--- config.mk ---
export PLATFORM = sky130hd
export DESIGN_NAME = booth_mul_scheduler
export DESIGN_NICKNAME = d
export VERILOG_FILES = /design/src/rtl/booth_sched_pkg.sv /design/src/rtl/rr_arbiter.sv /design/src/rtl/booth_mul_scheduler.sv
export SDC_FILE = /design/constraint.sdc
export NUM_CORES = 1
export LEC_CHECK = 0
export ABC_AREA = 0
export CAP_MARGIN = 40
export CORE_AREA = 8 8 352 354
export CTS_BUF_LIST = sky130_fd_sc_hd__clkbuf_16
export DETAILED_ROUTE_END_ITERATION = 12
export DIE_AREA = 0 0 360 362
export SLEW_MARGIN = 10
export SYNTH_ARGS = -nofsm -noshare
export SYNTH_HDL_FRONTEND = slang
export SYNTH_SLANG_ARGS = --single-unit
--- constraint.sdc ---
create_clock -name clk -period 3.6 [get_ports clk]
set_clock_uncertainty 0.15 [all_clocks]
set_input_delay 0.54 -clock clk [delete_from_list [all_inputs] [get_ports clk]]
set_output_delay 0.54 -clock clk [all_outputs]
set_load 0.05 [all_outputs]
--- src/rtl/booth_sched_pkg.sv ---
// rtl/booth_sched_pkg.sv - shared types and helpers for the booth multiplier scheduler
// Purpose: FSM state encoding and id width helper used by the scheduler and its arbiter.
// Ports: none (package).
package booth_sched_pkg;

    typedef enum logic [1:0] {
        IDLE  = 2'd0,
        ISSUE = 2'd1,
        WAIT  = 2'd2,
        RESP  = 2'd3
    } sched_state_t;

    // Width of a requester id; never below one bit so ports stay legal.
    function automatic int id_w(input int nreq);
        return (nreq > 1) ? $clog2(nreq) : 1;
    endfunction

endpackage

--- src/rtl/rr_arbiter.sv ---
// rtl/rr_arbiter.sv - combinational round-robin arbiter
// Purpose: picks the first asserted request at or after ptr, wrapping around.
// Ports:
//   req    in  NREQ : request vector
//   ptr    in  IW   : index where the search starts
//   gnt    out NREQ : one-hot grant (zero when no request)
//   gnt_id out IW   : index of the granted request (0 when none)
module rr_arbiter
    import booth_sched_pkg::*;
#(
    parameter int NREQ = 4,
    localparam int IW = id_w(NREQ)
) (
    input  logic [NREQ-1:0] req,
    input  logic [IW-1:0]   ptr,
    output logic [NREQ-1:0] gnt,
    output logic [IW-1:0]   gnt_id
);

    logic          found;
    logic [IW:0]   sum;
    logic [IW-1:0] idx;

    // ptr < NREQ and the offset < NREQ, so one conditional subtract wraps the index.
    always_comb begin
        gnt    = '0;
        gnt_id = '0;
        found  = 1'b0;
        sum    = '0;
        idx    = '0;
        for (int i = 0; i < NREQ; i++) begin
            sum = {1'b0, ptr} + (IW+1)'(i);
            if (sum >= (IW+1)'(NREQ)) begin
                sum = sum - (IW+1)'(NREQ);
            end
            idx = sum[IW-1:0];
            if (!found && req[idx]) begin
                found    = 1'b1;
                gnt[idx] = 1'b1;
                gnt_id   = idx;
            end
        end
    end

endmodule

--- src/rtl/booth_mul_scheduler.sv ---
// rtl/booth_mul_scheduler.sv - round-robin sharing of one booth multiplier among NREQ requesters
// Purpose: accepts operand pairs, sequences the multiplier start/done protocol and
//          returns each product tagged with the requester id (or a timeout error).
// Ports:
//   clk, rst_n                        : clock, synchronous active-low reset
//   req_valid/req_ready [NREQ]        : per-requester handshake (ready one-hot or zero)
//   req_a/req_b [NREQ*N]              : packed signed operands per requester
//   rsp_valid/rsp_ready               : response handshake
//   rsp_id, rsp_product, rsp_err      : response payload (product 0 on error)
//   mul_start                         : one-cycle start pulse to the multiplier
//   mul_multiplicand/mul_multiplier   : operands held from ISSUE through WAIT
//   mul_product, mul_done             : multiplier result and done level
//   busy                              : high whenever not IDLE
module booth_mul_scheduler
    import booth_sched_pkg::*;
#(
    parameter int N       = 64,
    parameter int NREQ    = 4,
    parameter int TIMEOUT = N + 8,
    localparam int IW = id_w(NREQ)
) (
    input  logic              clk,
    input  logic              rst_n,
    input  logic [NREQ-1:0]   req_valid,
    output logic [NREQ-1:0]   req_ready,
    input  logic [NREQ*N-1:0] req_a,
    input  logic [NREQ*N-1:0] req_b,
    output logic              rsp_valid,
    input  logic              rsp_ready,
    output logic [IW-1:0]     rsp_id,
    output logic [2*N-1:0]    rsp_product,
    output logic              rsp_err,
    output logic              mul_start,
    output logic [N-1:0]      mul_multiplicand,
    output logic [N-1:0]      mul_multiplier,
    input  logic [2*N-1:0]    mul_product,
    input  logic              mul_done,
    output logic              busy
);

    localparam int CW = $clog2(TIMEOUT + 1);

    sched_state_t  state;
    logic [IW-1:0] ptr;
    logic [CW-1:0] cnt;

    logic [NREQ-1:0] gnt;
    logic [IW-1:0]   gnt_id;
    logic [IW-1:0]   next_ptr;
    logic [N-1:0]    sel_a;
    logic [N-1:0]    sel_b;

    rr_arbiter #(
        .NREQ(NREQ)
    ) u_arb (
        .req    (req_valid),
        .ptr    (ptr),
        .gnt    (gnt),
        .gnt_id (gnt_id)
    );

    // Operand mux keyed by the granted id.
    always_comb begin
        sel_a = '0;
        sel_b = '0;
        for (int i = 0; i < NREQ; i++) begin
            if (gnt_id == IW'(i)) begin
                sel_a = req_a[i*N +: N];
                sel_b = req_b[i*N +: N];
            end
        end
    end

    assign next_ptr = (gnt_id == IW'(NREQ - 1)) ? '0 : gnt_id + 1'b1;

    assign req_ready = (state == IDLE) ? gnt : '0;
    assign mul_start = (state == ISSUE);
    assign rsp_valid = (state == RESP);
    assign busy      = (state != IDLE);

    always_ff @(posedge clk) begin
        if (!rst_n) begin
            state            <= IDLE;
            ptr              <= '0;
            cnt              <= '0;
            rsp_id           <= '0;
            rsp_product      <= '0;
            rsp_err          <= 1'b0;
            mul_multiplicand <= '0;
            mul_multiplier   <= '0;
        end else begin
            case (state)
                IDLE: begin
                    if (|req_valid) begin
                        mul_multiplicand <= sel_a;
                        mul_multiplier   <= sel_b;
                        rsp_id           <= gnt_id;
                        ptr              <= next_ptr;
                        state            <= ISSUE;
                    end
                end
                ISSUE: begin
                    // mul_done may still be high from the previous operation; the
                    // start pulse issued this cycle clears it, so WAIT sees a fresh level.
                    cnt   <= '0;
                    state <= WAIT;
                end
                WAIT: begin
                    if (mul_done) begin
                        rsp_product <= mul_product;
                        rsp_err     <= 1'b0;
                        state       <= RESP;
                    end else if (cnt == CW'(TIMEOUT - 1)) begin
                        rsp_product <= '0;
                        rsp_err     <= 1'b1;
                        state       <= RESP;
                    end else begin
                        cnt <= cnt + 1'b1;
                    end
                end
                RESP: begin
                    if (rsp_ready) begin
                        state <= IDLE;
                    end
                end
                default: state <= IDLE;
            endcase
        end
    end

endmodule

==> flow_summary_export.csv, run 1 <==
group,metric,value,unit
worst_setup_path,crit_arrival,2760,ps
floorplanning,initial_core_util,0.120,
clock_tree,holdBufCountCts,0,
sta,setup-tns-final,0,ps
sta,maxSlewViolCount,0,
clock_tree,clock_sinks,270,
place,io_buffers,913,
run,max-cap-violations,0,
finish,syn_to_final_growth,93.8,%
sta,max_freq,0.290,GHz
route,drc,0,
route,routedWlPerCell,25.9,µm
floorplanning,io_pins,914,
sta,finalHoldViolations,0,
run_status,status,"complete, no violations",
worst_setup_path,slowest_delay,360,ps
sta,setup_viol,0,
yosys,synthFlopType,"dfxtp_1",
worst_setup_path,reg2reg_slack,200,ps
worst_setup_path,cp_max_fo,5,
clock_tree,cts_tree,"yes",
finish,finalNonFillerCells,4241,
clock_tree,cts.path.max_buffers,3,
yosys,synth-async-reset-ratio,0,
yosys,syn_area,14200,µm²
route,first_pass_iters,7,
worst_setup_path,worstSetupEndpointType,"primary output",
global_routing,grt_max_degree,86,
power_and_ir_drop,seqPwrFrac,0.152,
power_and_ir_drop,combPwrFrac,0.712,
yosys,synthCells,1728,
route,drt-initial-drc-count,1404,
route,vias_per_cell,4.17,
finish,layout_common_cells,"907 x clkdlybuf4s50_1, 389 x a21oi_1, 269 x dfxtp_1",
global_routing,grt_usage,0.158,
sta,fin_hold_ws,346,ps
yosys,avgSynthCellArea,8.21,µm²
power_and_ir_drop,vdd.ir_drop.worst,0.501,mV
finish,fin_nets,3312,
floorplanning,die_h,362,µm
yosys,yosysWarnings,0,
clock_tree,clkLatencyLatePin,580,ps
power_and_ir_drop,pwr-share-clk,0.136,
global_routing,grt_pass1_vias,17500,
floorplanning,die_w,360,µm
sta,rsz0062_at_grt,"false",
yosys,ys_seq_area_frac,0.381,
yosys,synth-seq-cells,270,
worst_hold_path,worst_hold_path_type,"flip-flop to flip-flop",
clock_tree,clk_pin_slew_worst_paths,60,ps
global_routing,grt_pass1_wl,145000,µm
yosys,syn_nets,2393,
clock_tree,htree_levels,2,
finish,drive_gt1_frac,0.0905,
floorplanning,dieArea,130000,µm²
worst_setup_path,crit_family,"buffers and inverters",
sta,fin_crit_sh,0.959,
yosys,ys_types,46,
route,final_antenna_net_count,0,
worst_setup_path,cp-start-kind,"flip-flop",
power_and_ir_drop,swShare,0.492,
place,place_inst,4155,
global_routing,antenna_found_initial,80,
clock_tree,cts_made_buffers,38,
floorplanning,coreArea,119000,µm²
floorplanning,rows,127,
worst_setup_path,crit_type,"flip-flop to primary output",
global_routing,grt.overflow.total,0,
finish,mostFrequentLayoutCell,"clkdlybuf4s50_1",
clock_tree,root_buffer,"clkbuf_16",
place,gp_congestion,0.908,
yosys,synth_edf_count,0,
worst_setup_path,crit_slowest_cell,"mux4_2",
power_and_ir_drop,power.density,990,nW/µm²
place,hpwl,91700,µm
power_and_ir_drop,p_leak,10.5,nW
worst_setup_path,cp_num_buf_inv,4,
power_and_ir_drop,switchingPower,13.4,mW
sta,tightest_slew,822,ps
worst_setup_path,crit_required,2910,ps
route,vias,17700,
sta,relSlewSlack,0.451,
worst_setup_path,critical_path.cell_chain,"inv_1 > ha_4 > mux4_2 > or2_4 > buf_4 > nor2_4 > a22oi_1 > a21oi_1 > buf_4 > buf_12",
sta,final.min_clock_period,3450,ps
power_and_ir_drop,p_int,13.8,mW
route,wl,110000,µm
worst_setup_path,crit_top_cell,"buf_4",
==> final timing paths <==
check / from / to / cells after the start
setup / recovery: ptr[0] / req_ready[3] / 10
hold / removal: mul_multiplicand[40] / mul_multiplicand[40] / 1
setup reg to reg: ptr[0] / mul_multiplicand[25] / 15
hold reg to reg: mul_multiplicand[40] / mul_multiplicand[40] / 1
==> metal layers <==
layer | up-vias | track usage | part of all wire
met3 | 210 | 0.0922 | 0.14
met2 | 900 | 0.253 | 0.45
met4 | 50 | 0.0586 | 0.037
met5 | - | 0 | 0.0028
li1 | 8185 | - | -
met1 | 8344 | 0.172 | 0.37
==> worst reg2reg max path, delay by kind of cell, from the launching register on <==
kind                       cells  cell delay (ps)
AOI/OAI and AO/OA              6             1000
buffers and inverters          4              640
adders and majority gates      2              510
muxes                          1              370
DFF                            1              350
and+or+nand+nor                2              340
==> synth_stat cells, types with 2 or more instances <==
master	instances	area (µm²)
nand3b_1	126	946
clkbuf_1	136	510
nand2_1	137	514
nor2_1	12	45.0
xor2_1	5	43.8
mux2_2	3	33.8
nand2b_1	3	18.8
inv_1	9	33.8
a22oi_1	132	991
a221oi_1	3	26.3
and2_1	4	25.0
buf_1	11	41.3
o2111ai_1	4	35.0
ha_1	17	213
nor2b_1	132	826
nor3_1	3	15.0
buf_2	36	180
o21a_1	2	15.0
mux4_2	4	90.1
a21boi_0	2	15.0
o21ai_0	136	681
o211a_1	126	1260
mux2i_1	2	20.0
buf_4	2	15.0
a21oi_1	391	1960
dfxtp_1	270	5410
==> cell families after synthesis <==
family / synth area share
AOI/OAI and AO/OA: 0.359
and+or+nand+nor: 0.176
DFF: 0.381
buffers and inverters: 0.0558
adders and majority gates: 0.0150
muxes: 0.0101
xor gates and xnor gates: 0.00309
==> final cells by class <==
type	count	area [µm²]
Inverter	9	33.8
Clock inverter	29	199
Clock buffer	39	976
Fill cell	12900	91200
Timing Repair Buffer	1065	10800
Antenna cell	18	45.0
Multi-Input combinational cell	1263	8110
Tap cell	1548	1940
Sequential cell	270	5410
==> registers in the layout, indices dropped and copies added (netlist names) <==
signal / count
cnt: 7
mul_multiplicand: 64
rsp_product: 128
ptr: 2
state: 2
rsp_err: 1
rsp_id: 2
mul_multiplier: 64
==> timing repair <==
item	CTS	global route
resized for setup	6	6
pin swaps	1	1
buffers inserted	0	0
setup endpoints to repair	64	14
==> power groups by stage <==
stage          Clock, mW  Combinational [mW]  Sequential (mW)
2_1_floorplan          0                8.65             6.32
3_3_place_gp           0                19.1             4.17
3_5_place_dp           0                19.3             4.18
4_1_cts             3.89                19.4             4.13
5_1_grt             3.97                20.9             4.20
6_report            3.71                19.4             4.14
==> through the flow <==
| stage | setup slack, ps | utilization | power (mW) | instance area, µm² |
|---|---|---|---|---|
| floorplan | 33.7 | - | 15.0 | 14200 |
| global placement | -701 | 0.220 | 23.3 | 26100 |
| detailed placement | -668 | 0.221 | 23.5 | 26200 |
| CTS | 35.8 | 0.231 | 27.4 | 27400 |
| global route | 25.8 | 0.231 | 29.1 | 27500 |
| finish | 146 | 0.232 | 27.2 | 27500 |
Power figures use the tool's default switching activity.
==> inputs of run 2 (changes only) <==
CORE_AREA = 8 8 347 349   (was 8 8 352 354)
DIE_AREA = 0 0 355 357   (was 0 0 360 362)
HOLD_SLACK_MARGIN = 0.08   (was default)
==> run 2 against run 1 <==
Count of clock-buffer cells in the layout is the same. Largest cell class unchanged. Non-clock buffer count grew 28. Core utilization grew 1.1 points. Critical path type unchanged. Wire length grew 1.3%. Total power grew 3.9%. Global-route usage grew 0.46 points. Critical endpoint is now req_ready[2].
==> flow_summary_export.csv, run 2 (synthesis gave the netlist of run 1 again) <==
group,metric,value,unit
floorplanning,initial_core_util,0.123,
global_routing,grt_usage,0.162,
clock_tree,clk_pin_slew_worst_paths,60,ps
route,drc,0,
global_routing,grt.overflow.total,0,
power_and_ir_drop,power.density,1010,nW/µm²
power_and_ir_drop,swShare,0.491,
worst_setup_path,cp-start-kind,"flip-flop",
clock_tree,htree_levels,2,
worst_setup_path,r2r-end,"mul_multiplier[10]",
worst_setup_path,crit_type,"flip-flop to primary output",
finish,reg.largest.list,"rsp_product (128), mul_multiplicand (64), mul_multiplier (64)",
worst_setup_path,setup.worst_path.start,"ptr[0]",
clock_tree,clock_sinks,270,
floorplanning,die_h,357,µm
finish,layout_common_cells,"905 x clkdlybuf4s50_1, 376 x a21oi_1, 269 x dfxtp_1",
route,first_pass_iters,5,
clock_tree,clkLatencyLatePin,590,ps
worst_setup_path,crit_required,2910,ps
power_and_ir_drop,combPwrFrac,0.721,
power_and_ir_drop,p_int,14.4,mW
sta,fin_crit_sh,0.966,
clock_tree,cts_tree,"yes",
power_and_ir_drop,pwr-share-clk,0.133,
route,final_antenna_net_count,0,
worst_setup_path,cp_max_fo,5,
finish,fillers,12500,
place,place_inst,4148,
global_routing,grt_max_degree,86,
worst_setup_path,worstSetupEndpointType,"primary output",
sta,max_freq,0.287,GHz
worst_setup_path,worstReg2RegStart,"ptr[0]",
route,drt-initial-drc-count,1391,
global_routing,grt_pass1_vias,17400,
place,hpwl,91200,µm
route,routedWlPerCell,26.2,µm
global_routing,grt_pass1_wl,145000,µm
finish,regArea,5410,µm²
sta,maxSlewViolCount,0,
sta,rsz0062_at_grt,"true",
route,vias,17700,
clock_tree,cts_made_buffers,38,
place,gp_congestion,0.915,
finish,syn_to_final_growth,96.5,%
floorplanning,rows,125,
worst_setup_path,reg2reg_depth,15,
clock_tree,cts.path.max_buffers,3,
sta,relSlewSlack,0.445,
finish,top_register,"rsp_product",
finish,largest_reg_flops,128,
floorplanning,dieArea,127000,µm²
sta,setup_viol,0,
floorplanning,io_pins,914,
sta,finalHoldViolations,0,
floorplanning,die_w,355,µm
floorplanning,coreArea,115000,µm²
power_and_ir_drop,vdd.ir_drop.worst,0.473,mV
power_and_ir_drop,p_leak,10.7,nW
power_and_ir_drop,switchingPower,13.9,mW
finish,multi_input_area,8160,µm²
worst_setup_path,crit_end,"req_ready[2]",
finish,fin_nets,3340,
sta,final.min_clock_period,3480,ps
worst_setup_path,crit_arrival,2790,ps
power_and_ir_drop,seqPwrFrac,0.145,
place,pre_cts_ws,-536,ps
global_routing,antenna_found_initial,80,
route,wl,111000,µm
finish,finalNonFillerCells,4241,
finish,final_util,0.242,
finish,drive_gt1_frac,0.106,
sta,timing.final.ws_setup,122,ps
clock_tree,root_buffer,"clkbuf_16",
place,place_area,26300,µm²
finish,mostFrequentLayoutCell,"clkdlybuf4s50_1",
place,io_buffers,913,
worst_setup_path,reg2reg_slack,160,ps
sta,tightest_slew,831,ps
run,max-cap-violations,0,
finish,stdcell_area,27900,µm²
worst_hold_path,worst_hold_path_type,"flip-flop to flip-flop",
run_status,status,"complete, no violations",
route,vias_per_cell,4.18,
## run 2: timing repair
action	CTS	global route
setup buffers	1	5
resized for setup	6	41
pin swaps	0	10
cloned	1	4
hold buffers	0	0
setup endpoints to repair	18	113
## run 2: routing by layer
layer  global-route usage  part of all wire  vias to the layer above
li1                     -                 -                     8249
met1                0.186              0.39                     8275
met2                0.258              0.45                      930
met3               0.0849              0.12                      230
met4               0.0556             0.033                       54
met5                    0            0.0030                        -
## run 2: worst max-delay path: stages (launching register included)
cell,delay (ps)
dfxtp_4,350
inv_1,70
ha_4,300
mux4_2,360
or2_4,280
buf_4,140
nor2_4,140
a22oi_2,100
a21oi_2,170
buf_4,140
buf_12,130
## run 2: layout make-up
class | instances | area share
Inverter | 9 | 0.00121
Tap cell | 1524 | 0.0684
Timing Repair Buffer | 1093 | 0.399
Multi-Input combinational cell | 1263 | 0.293
Antenna cell | 16 | 0.00144
Clock buffer | 39 | 0.0350
Clock inverter | 27 | 0.00808
Sequential cell | 270 | 0.194
## run 2: power by group through the flow
stage                     logic [mW]  registers [mW]  clock network, mW
final                           20.4            4.11               3.77
after global routing            22.0            4.19               4.05
after CTS                       19.8            4.11               3.95
after detailed placement        19.5            4.16                  0
after global placement          19.4            4.14                  0
after floorplan                 8.65            6.32                  0
## run 2: how the worst min path moves through the flow
stage	start	to	slack, ps	cells past startpoint
after floorplan	cnt[1]	cnt[1]	320	2
after global placement	mul_multiplicand[6]	mul_multiplicand[6]	330	1
after detailed placement	mul_multiplier[54]	mul_multiplier[54]	330	1
after CTS	mul_multiplier[54]	mul_multiplier[54]	350	1
after global routing	mul_multiplicand[42]	mul_multiplicand[42]	360	1
final	mul_multiplier[54]	mul_multiplier[54]	340	1
## run 2: stage by stage
step	total power, mW	setup TNS [ps]	hold slack, ps
floorplan	15.0	0	322
global placement	23.5	-30140	329
detailed placement	23.6	-29910	335
CTS	27.9	-105	347
global route	30.3	-13.9	360
finish	28.3	0	344
==> inputs of run 3 (changes only) <==
PLACE_DENSITY = 0.39   (was default)
clock period = 2.95 ns   (was 3.6 ns; I/O delays follow)
==> run 3 against run 2 <==
The flow now finishes with violations (negative setup slack). Sequential share of layout area is 1.6 points lower. Global-route usage grew 0.41 points. Via count increased by 0.99%. Die area unchanged. Final area rose by 9.2%. First-iteration DRC count down 32%. Final cell count increased by 2.4%. Register-to-register slack lost 610 ps. Largest cell class unchanged. Largest power group unchanged.
==> flow_summary_export.csv, run 3 (synthesis gave the netlist of run 1 again) <==
group,metric,value,unit
run_status,status,"finished with violations",
run_status,violations,"negative setup slack",
finish,finalNonFillerCells,4342,
floorplanning,die_h,357,µm
finish,fillers,12500,
sta,timing.final.ws_setup,-451,ps
power_and_ir_drop,power.density,1440,nW/µm²
place,place_area,26700,µm²
route,drc,0,
floorplanning,rows,125,
worst_setup_path,crit_type,"flip-flop to flip-flop",
finish,largest_reg_flops,128,
clock_tree,htree_levels,2,
place,hpwl,90300,µm
route,routedWlPerCell,27.6,µm
clock_tree,clkLatencyLatePin,580,ps
sta,tightest_slew,761,ps
clock_tree,cts.path.max_buffers,3,
sta,maxSlewViolCount,0,
route,vias_per_cell,4.13,
sta,finalHoldViolations,0,
sta,setup_viol,133,
finish,stdcell_area,30400,µm²
place,gp_congestion,0.828,
route,first_pass_iters,5,
clock_tree,cts_made_buffers,43,
worst_setup_path,crit_required,3340,ps
worst_setup_path,worstSetupEndpointType,"flip-flop",
route,final_antenna_net_count,0,
power_and_ir_drop,p_leak,11.7,nW
finish,drive_gt1_frac,0.209,
worst_setup_path,cp_max_fo,8,
sta,fin_hold_ws,337,ps
power_and_ir_drop,vdd.ir_drop.worst,0.718,mV
sta,rsz0062_at_grt,"true",
floorplanning,initial_core_util,0.123,
finish,top_register,"rsp_product",
floorplanning,dieArea,127000,µm²
run,max-cap-violations,0,
global_routing,grt_pass1_wl,150000,µm
route,vias,17900,
sta,fin_crit_sh,1.15,
sta,relSlewSlack,0.491,
sta,max_freq,0.294,GHz
global_routing,grt.overflow.total,0,
clock_tree,root_buffer,"clkbuf_16",
clock_tree,clock_sinks,270,
worst_setup_path,crit_arrival,3790,ps
finish,layout_common_cells,"894 x clkdlybuf4s50_1, 269 x dfxtp_1, 234 x a21oi_1",
global_routing,antenna_found_initial,43,
finish,syn_to_final_growth,115,%
clock_tree,cts_tree,"yes",
floorplanning,coreArea,115000,µm²
finish,mostFrequentLayoutCell,"clkdlybuf4s50_1",
finish,reg.largest.list,"rsp_product (128), mul_multiplicand (64), mul_multiplier (64)",
finish,fin_nets,3439,
floorplanning,io_pins,914,
floorplanning,die_w,355,µm
global_routing,grt_max_degree,63,
clock_tree,clk_pin_slew_worst_paths,60,ps
place,place_inst,4193,
route,wl,120000,µm
global_routing,grt_pass1_vias,17900,
sta,final.min_clock_period,3400,ps
worst_hold_path,worst_hold_path_type,"input port to flip-flop",
route,drt-initial-drc-count,940,
worst_setup_path,cp-start-kind,"flip-flop",
global_routing,grt_usage,0.166,
place,io_buffers,913,
## run 3: repair_timing
item                                   CTS  global route
gates cloned                             8            18
hold buffers                             1             0
gates resized for setup                152           224
pin swaps                               70           122
endpoints found under the hold margin    3             0
setup buffers                           19            32
setup endpoints to repair              134           134
## run 3: final cells by class
class | instances | area, µm² | share of cell area
timing repair buffer | 1187 | 12600 | 0.414
multi-input combinational | 1263 | 8930 | 0.293
sequential | 270 | 5410 | 0.178
tap | 1524 | 1910 | 0.0626
clock buffer | 43 | 1080 | 0.0353
clock inverter | 36 | 444 | 0.0146
inverter | 9 | 37.5 | 0.00123
antenna | 10 | 25.0 | 0.000822
## run 3: path summary, 6_finish.rpt
check                           slack [ps]                from                  to  cells after the start
worst min-delay path                   340     mul_product[49]     rsp_product[49]                      3
worst min register to register         350  mul_multiplier[14]  mul_multiplier[14]                      1
worst max register to register        -450              ptr[0]   mul_multiplier[0]                     15
worst max-delay path                  -450              ptr[0]   mul_multiplier[0]                     15
## run 3: report_power, final
| part | switching (mW) | total, mW | internal [mW] |
|---|---|---|---|
| combinational | 18.1 | 33.0 | 14.9 |
| clock | 2.20 | 5.66 | 3.47 |
| sequential | 0.540 | 5.08 | 4.54 |
## run 3: metrics by stage
step	setup WS [ps]	power [mW]	TNS (ps)	util
CTS	-446	40.4	-41710	0.252
detailed placement	-1140	30.9	-101060	0.232
floorplan	-303	19.4	-35670	-
global route	-566	46.4	-59320	0.264
global placement	-1180	31.0	-105200	0.232
finish	-451	43.8	-42270	0.264
## run 3: critical path, stage by stage (launching register included)
cell        delay, ps
dfxtp_4           370
clkinvlp_4        100
ha_4              300
mux4_2            360
or2_4             300
nor3_4            210
nor2_4            100
ha_4              220
buf_12            170
buf_6             140
clkbuf_16         140
nand3b_1          140
a21oi_1           150
a21oi_1            90
o21ai_1           220
o211a_1           170
## run 3: metal layers
metal  track usage  up-vias  part of all wire
met1         0.180     8532              0.38
met4        0.0470       28             0.026
met3        0.0719      152             0.093
li1              -     8455                 -
met2         0.294      746              0.50
met5             0        -            0.0016
